==> config.mk <==
export PLATFORM = sky130hd
export DESIGN_NAME = sync_fifo
export DESIGN_NICKNAME = d
export VERILOG_FILES = /design/src/rtl/sync_fifo.sv
export SDC_FILE = /design/constraint.sdc
export NUM_CORES = 1
export LEC_CHECK = 0
export BUFFER_PORTS_ARGS = -buffer_cell sky130_fd_sc_hd__buf_2
export CAP_MARGIN = 15
export CORE_MARGIN = 10
export CORE_UTILIZATION = 43
export DETAILED_ROUTE_END_ITERATION = 8
export HOLD_SLACK_MARGIN = 0.1
export SYNTH_ARGS = -nofsm -noshare
export SYNTH_HDL_FRONTEND = slang
export SYNTH_SLANG_ARGS = --single-unit
==> constraint.sdc <==
create_clock -name clk -period 2.6 [get_ports clk]
set_input_delay 0.39 -clock clk [delete_from_list [all_inputs] [get_ports clk]]
set_output_delay 0.39 -clock clk [all_outputs]
set_load 0.1 [all_outputs]
==> src/rtl/sync_fifo.sv <==
// Single-clock FIFO with up/down occupancy counter and registered read data (1-cycle read latency).
// Overflow/underflow sticky flags exist only when SYNC_FIFO_ERR_FLAGS_EN is defined; otherwise tied low.
module sync_fifo #(
  parameter int WIDTH = 8,
  parameter int DEPTH = 4
) (
  input  logic                   clk,
  input  logic                   rst,
  input  logic                   wr_en,
  input  logic [WIDTH-1:0]       wr_data,
  input  logic                   rd_en,
  output logic [WIDTH-1:0]       rd_data,
  output logic                   rd_valid,
  output logic                   full,
  output logic                   empty,
  output logic [$clog2(DEPTH):0] count,
  output logic                   overflow,
  output logic                   underflow
);

  localparam int AW = $clog2(DEPTH);
  localparam logic [AW-1:0] PTR_ONE  = AW'(1);
  localparam logic [AW:0]   CNT_ONE  = (AW+1)'(1);
  localparam logic [AW:0]   CNT_FULL = (AW+1)'(DEPTH);

  logic [WIDTH-1:0] mem_q [DEPTH];
  logic [AW-1:0]    wr_ptr_q, wr_ptr_d;
  logic [AW-1:0]    rd_ptr_q, rd_ptr_d;
  logic [AW:0]      count_q, count_d;
  logic [WIDTH-1:0] rd_data_q, rd_data_d;
  logic             rd_valid_q, rd_valid_d;
  logic             wr_acc, rd_acc;

  assign full  = (count_q == CNT_FULL);
  assign empty = (count_q == '0);
  assign count    = count_q;
  assign rd_data  = rd_data_q;
  assign rd_valid = rd_valid_q;

  // Acceptance is judged from pre-edge occupancy, so empty blocks the read and full blocks the write.
  assign wr_acc = wr_en && !full;
  assign rd_acc = rd_en && !empty;

  always_comb begin
    wr_ptr_d   = wr_ptr_q;
    rd_ptr_d   = rd_ptr_q;
    count_d    = count_q;
    rd_data_d  = rd_data_q;
    rd_valid_d = 1'b0;
    if (wr_acc) begin
      wr_ptr_d = wr_ptr_q + PTR_ONE;
    end
    if (rd_acc) begin
      rd_ptr_d   = rd_ptr_q + PTR_ONE;
      rd_data_d  = mem_q[rd_ptr_q];
      rd_valid_d = 1'b1;
    end
    case ({wr_acc, rd_acc})
      2'b10:   count_d = count_q + CNT_ONE;
      2'b01:   count_d = count_q - CNT_ONE;
      default: count_d = count_q;
    endcase
  end

  always_ff @(posedge clk) begin
    if (rst) begin
      wr_ptr_q   <= '0;
      rd_ptr_q   <= '0;
      count_q    <= '0;
      rd_data_q  <= '0;
      rd_valid_q <= 1'b0;
    end else begin
      wr_ptr_q   <= wr_ptr_d;
      rd_ptr_q   <= rd_ptr_d;
      count_q    <= count_d;
      rd_data_q  <= rd_data_d;
      rd_valid_q <= rd_valid_d;
    end
  end

  // Storage is deliberately not reset; only the pointers define what is live.
  always_ff @(posedge clk) begin
    if (wr_acc && !rst) begin
      mem_q[wr_ptr_q] <= wr_data;
    end
  end

`ifdef SYNC_FIFO_ERR_FLAGS_EN
  logic ovf_q, ovf_d;
  logic unf_q, unf_d;

  always_comb begin
    ovf_d = ovf_q || (wr_en && full);
    unf_d = unf_q || (rd_en && empty);
  end

  always_ff @(posedge clk) begin
    if (rst) begin
      ovf_q <= 1'b0;
      unf_q <= 1'b0;
    end else begin
      ovf_q <= ovf_d;
      unf_q <= unf_d;
    end
  end

  assign overflow  = ovf_q;
  assign underflow = unf_q;
`else
  assign overflow  = 1'b0;
  assign underflow = 1'b0;
`endif

endmodule
==> impl_metrics.py, run 1 <==
metrics = {
    "sta": {
        "setup_tns_ns": 0,
        "finalCritPeriodShare": 0.841,
        "max-slew-margin-rel": 0.582,
        "worst_pin_slew_ns": 0.626,
        "fin_crit_ns": 2.19,
        "whs_ns": 0.310,
        "finalSetupViolCount": 0,
        "slew_viol_final": 0,
        "clock_skew_ns": 0.00460,
        "max_freq_mhz": 457,
        "rsz0062_at_grt": "false",
        "hold_violations": 0,
    },
    "pwr": {
        "p_leak_nw": 0.791,
        "p_clk_frac": 0.166,
        "swShare": 0.457,
        "switchingPower_w": 0.00114,
        "pwr-share-seq": 0.408,
        "ir_drop_mv": 0.611,
        "powerDensity_nw_per_um2": 1130,
        "combinationalPowerShare": 0.426,
        "intPower_w": 0.00136,
    },
    "clock_network": {
        "cts_resized": 0,
        "cts_sinks": 48,
        "cts_buffers": 5,
        "hold_buffers": 0,
        "cts.reportedPaths.clkPinSlew_ns": 0.09,
        "worstSkewPairLatency_ns": 0.29,
        "htreeDepth": 2,
        "cts_tree": "done",
        "clockBufferDepth": 2,
        "post_cts_buffers": 0,
        "cts_root_buf": "clkbuf_8",
    },
    "worst_setup_path": {
        "reg2reg_depth": 8,
        "crit_start": "count[2]",
        "regToRegSetupSlack_ns": 0.41,
        "crit_end": "count[2]",
        "startpoint_type": "register",
        "timing.rr.end": "count[2]",
        "cpLargestDelayFamily": "simple AND/OR/NAND/NOR gates",
        "cpPeakStageDelay_ns": 0.43,
        "arrival_ns": 2.41,
        "required_ns": 2.82,
        "crit_path_end_kind": "register",
        "path_depth": 8,
        "critPathBufInv": 1,
        "path_max_fanout": 6,
        "rr_startpoint": "count[2]",
        "cp_cell_sequence": "or3b_4 -> nand2_1 -> ha_1 -> inv_1 -> fa_1 -> xor2_1 -> or3_1 -> a21oi_1",
        "criticalPathCategory": "reg2reg",
        "cp_slowest_cell": "or3b_4",
    },
    "place": {
        "dp_hpwl_mm": 2.38,
        "io_buffers": 25,
        "dpl-instance-area_um2": 2140,
        "dpl.cell_count": 205,
        "place_congestion": 0.713,
    },
    "status": {
        "outcome": "complete, no violations",
    },
    "die": {
        "start_util": 0.452,
        "die_y_um": 88.1,
        "rows": 24,
        "dieArea_um2": 7760,
        "io_pins": 28,
        "core-area_um2": 4410,
        "die_w_um": 88.1,
    },
    "global_route": {
        "grt_pass1_wl_mm": 5.42,
        "grt_overflow_total": 0,
        "antenna_found_initial": 0,
        "globalRouteTotalUtil": 0.0908,
        "grt_pass1_vias": 1123,
        "grt_max_degree": 18,
    },
    "synth": {
        "synth_cell_type_count": 29,
        "yosysSeqAreaShare": 0.643,
        "ys_seq_elements": 48,
        "yosysTopAreaCell": "edfxtp_1",
        "synthesis.area_um2": 1990,
        "yosysWarnings": 0,
        "syn_inst": 133,
        "ys_top_cells_by_area": "edfxtp_1, dfxtp_1, mux4_2",
        "synth_top_area_frac": 0.482,
        "syn_avg_cell_area_um2": 15.0,
    },
    "worst_hold_path": {
        "hold_path_class": "in2reg",
    },
    "drt": {
        "wl_per_cell_um": 15.7,
        "drcViolationCount": 0,
        "postRouteAntennaNets": 0,
        "drtPass1Iterations": 4,
        "initialDrtViolationCount": 37,
        "vias_per_cell": 4.97,
        "vias": 1053,
        "drt-total-wl_mm": 3.33,
    },
    "cells_and_area": {
        "fin_area_um2": 2220,
        "area_growth_pct": 11.5,
        "post-route-util": 0.503,
        "drive_above_1_share": 0.438,
        "finalNonFillerCells": 212,
        "final_nets": 178,
        "antenna-diode-count": 0,
    },
    "flow_run": {
        "drv_cap": 0,
    },
}
## metal layers
metal	track usage	routed length, µm	vias up
met1	0.106	1440	505
met2	0.142	1520	27
li1	-	-	519
met3	0.0446	338	2
met5	0	0	-
met4	0.0342	27	0
## power groups by stage
stage / registers, W / logic [W] / clock network, W
finish: 0.00102 / 0.00107 / 0.000416
global route: 0.00104 / 0.00114 / 0.000465
CTS: 0.00102 / 0.00108 / 0.000432
detailed placement: 0.00104 / 0.00108 / 0
global placement: 0.00103 / 0.00107 / 0
floorplan: 0.00138 / 0.000587 / 0
## per-stage QoR
| step | power, W | worst slack [ns] |
|---|---|---|
| finish | 0.00250 | 0.413 |
| global route | 0.00264 | 0.290 |
| CTS | 0.00254 | 0.397 |
| detailed placement | 0.00212 | 0.416 |
| global placement | 0.00210 | 0.501 |
| floorplan | 0.00197 | 0.0118 |
## cells in the final DEF (no fill, tap or decap)
master	instances
o21ai_1	2
ha_1	5
a21oi_1	2
xor2_1	2
o21ai_2	1
a21oi_2	11
nand2_2	8
or3_1	2
o31ai_2	1
nand2_1	9
fa_1	1
dfxtp_2	2
o21ai_0	1
clkbuf_8	5
clkinvlp_4	1
mux4_2	8
dfxtp_1	14
inv_1	6
nand3_1	2
buf_4	1
or3b_4	1
buf_2	25
conb_1	2
clkinv_2	1
inv_2	2
nor2_1	5
nor3_2	2
edfxtp_1	32
clkinv_4	1
xnor2_1	1
and2_1	4
## cells in the mapped netlist, drive strengths merged
cell type   n
edfxtp     32
or3         2
nor3        2
nor2        5
fa          1
xor2        2
dfxtp      16
inv         8
o21ai       4
or3b        1
a21oi      13
xnor2       1
mux4        8
and2        4
buf         7
nand2      17
nand3       2
o31ai       1
ha          5
conb        1
clkinv      1
## cell type report
cell class                 instances  area, µm²
clock buffer                       5       68.8
fill                             381       2190
sequential                        48       1280
clock inverter                     2       12.5
multi-input combinational         70        621
inverter                           9       38.8
tap                               52       65.1
timing repair buffer              26        133
## state kept, by name, indices dropped and copies added, names as in the netlist
| name | count |
|---|---|
| rd_data | 8 |
| wr_ptr_q | 2 |
| rd_valid | 1 |
| count | 3 |
| rd_ptr_q | 2 |
| mem_q | 32 |
## worst min-delay path by stage
stage	from	cells past startpoint	slack (ns)	end
3_5_place_dp	rd_data[0]	2	0.45	rd_data[0]
2_1_floorplan	wr_ptr_q[1]	2	0.48	wr_ptr_q[1]
3_3_place_gp	rd_data[0]	2	0.45	rd_data[0]
5_1_grt	wr_data[7]	1	0.29	mem_q[1][7]
4_1_cts	wr_data[7]	1	0.30	mem_q[1][7]
6_report	wr_data[6]	1	0.31	mem_q[0][6]
## kinds of logic after synthesis
family | share of synthesized area
fa+ha+maj | 0.0414
xor+xnor | 0.0132
simple gates | 0.0885
flops | 0.643
buf+inv | 0.0502
mux | 0.0904
compound gates | 0.0716
other cells | 0.00188
Note: power is estimated with default switching activity, not from simulation.
==> inputs of run 2 (changes only) <==
clock period = 2.2 ns   (was 2.6 ns; I/O delays follow)
==> run 2 against run 1 <==
Effect of this change: clock-buffer cell count increased by 1; clock power is 47% higher; non-clock buffer count increased by 2; critical path type unchanged.
==> impl_metrics.py, run 2 (synthesis results as in run 1) <==
metrics = {
    "drt": {
        "drt-total-wl_mm": 3.66,
        "wl_per_cell_um": 17.0,
        "vias_per_cell": 4.97,
        "drtPass1Iterations": 4,
        "initialDrtViolationCount": 97,
        "postRouteAntennaNets": 0,
        "drcViolationCount": 0,
        "vias": 1069,
    },
    "pwr": {
        "p_leak_nw": 0.816,
        "ir_drop_mv": 0.798,
        "p_total_w": 0.00314,
        "powerDensity_nw_per_um2": 1380,
    },
    "die": {
        "core-area_um2": 4410,
        "start_util": 0.452,
        "rows": 24,
        "die_w_um": 88.1,
        "io_pins": 28,
        "dieArea_um2": 7760,
        "die_y_um": 88.1,
    },
    "cells_and_area": {
        "antenna-diode-count": 0,
        "largest_register": "mem_q",
        "mostFrequentLayoutCells": "edfxtp_1, buf_2, dfxtp_1",
        "area_growth_pct": 14.1,
        "drive_above_1_share": 0.466,
        "final_nets": 180,
        "largest_reg_flops": 32,
        "final_common_cell": "edfxtp_1",
        "fillCellCount": 385,
        "finalNonFillerCells": 215,
    },
    "global_route": {
        "antenna_found_initial": 0,
        "globalRouteTotalUtil": 0.104,
        "grt_max_degree": 18,
        "grt_pass1_wl_mm": 6.08,
        "grt_overflow_total": 0,
        "grt_pass1_vias": 1195,
    },
    "place": {
        "dpl.cell_count": 207,
        "io_buffers": 25,
        "place_congestion": 0.774,
        "dp_hpwl_mm": 2.51,
    },
    "clock_network": {
        "cts_tree": "done",
        "cts_sinks": 48,
        "cts_root_buf": "clkbuf_8",
        "cts_buffers": 5,
        "hold_buffers": 0,
        "worstSkewPairLatency_ns": 0.29,
        "cts.reportedPaths.clkPinSlew_ns": 0.09,
        "htreeDepth": 2,
        "clockBufferDepth": 2,
        "cts_resized": 0,
        "post_cts_buffers": 0,
    },
    "worst_setup_path": {
        "cp_slowest_cell": "or3b_4",
        "cpLargestDelayFamily": "simple AND/OR/NAND/NOR gates",
        "cp_cell_sequence": "or3b_4 -> nand2_1 -> ha_2 -> inv_2 -> fa_2 -> xor2_1 -> or3_1 -> a21oi_1",
        "critPathBufInv": 1,
        "crit_path_end_kind": "register",
        "criticalPathCategory": "reg2reg",
        "path_max_fanout": 6,
        "arrival_ns": 2.34,
        "startpoint_type": "register",
        "cpPeakStageDelay_ns": 0.43,
        "required_ns": 2.42,
    },
    "sta": {
        "rsz0062_at_grt": "false",
        "whs_ns": 0.252,
        "clock_skew_ns": 0.00654,
        "slew_viol_final": 0,
        "finalSetupViolCount": 0,
        "fin_crit_ns": 2.12,
        "max_freq_mhz": 472,
        "hold_violations": 0,
        "finalCritPeriodShare": 0.964,
    },
    "status": {
        "outcome": "complete, no violations",
    },
    "flow_run": {
        "drv_cap": 0,
    },
    "worst_hold_path": {
        "hold_path_class": "in2reg",
    },
}
run 2: path summary, 6_finish.rpt:
check	from	endpoint	slack (ns)	cells after the start
worst max-delay path	count[0]	count[2]	0.08	8
worst min-delay path	wr_data[5]	mem_q[2][5]	0.25	1
worst max register to register	count[0]	count[2]	0.08	8
worst min register to register	rd_data[5]	rd_data[5]	0.46	2
run 2: stage by stage:
stage	TNS, ns	worst slack (ns)	cell area, µm²	util
detailed placement	0	0.0774	2170	0.491
floorplan	-0.0297	-0.0297	2020	-
CTS	0	0.0689	2270	0.515
global placement	0	0.167	2170	0.491
global route	0	0.00243	2270	0.515
finish	0	0.0793	2270	0.515
run 2: metal layers:
metal  vias to the layer above  wire length, µm  global-route usage
met5                         -                0                   0
met4                         0               32              0.0328
met3                         4              263              0.0474
met2                        26             1800               0.170
met1                       510             1570               0.119
li1                        529                -                   -
run 2: worst reg2reg max path, stage by stage (launching register included):
cell and delay, ns:
dfxtp_4 0.37, or3b_4 0.43, nand2_1 0.09, ha_2 0.19
inv_2 0.04, fa_2 0.33, xor2_1 0.15, or3_1 0.30
a21oi_1 0.14
run 2: area by class of cell:
cell class,instances,area (µm²),area share
Sequential cell,48,1290,0.567
Multi-Input combinational cell,70,626,0.275
Timing Repair Buffer,28,148,0.0649
Clock buffer,6,72.6,0.0319
Tap cell,52,65.1,0.0286
Inverter,9,38.8,0.0171
Clock inverter,2,35.0,0.0154
run 2: power by group:
group	internal (W)	leakage (nW)	switching, W
sequential	0.00108	0.423	0.0000891
combinational	0.000346	0.338	0.00101
clock	0.000337	0.0552	0.000274
total	0.00177	0.816	0.00137
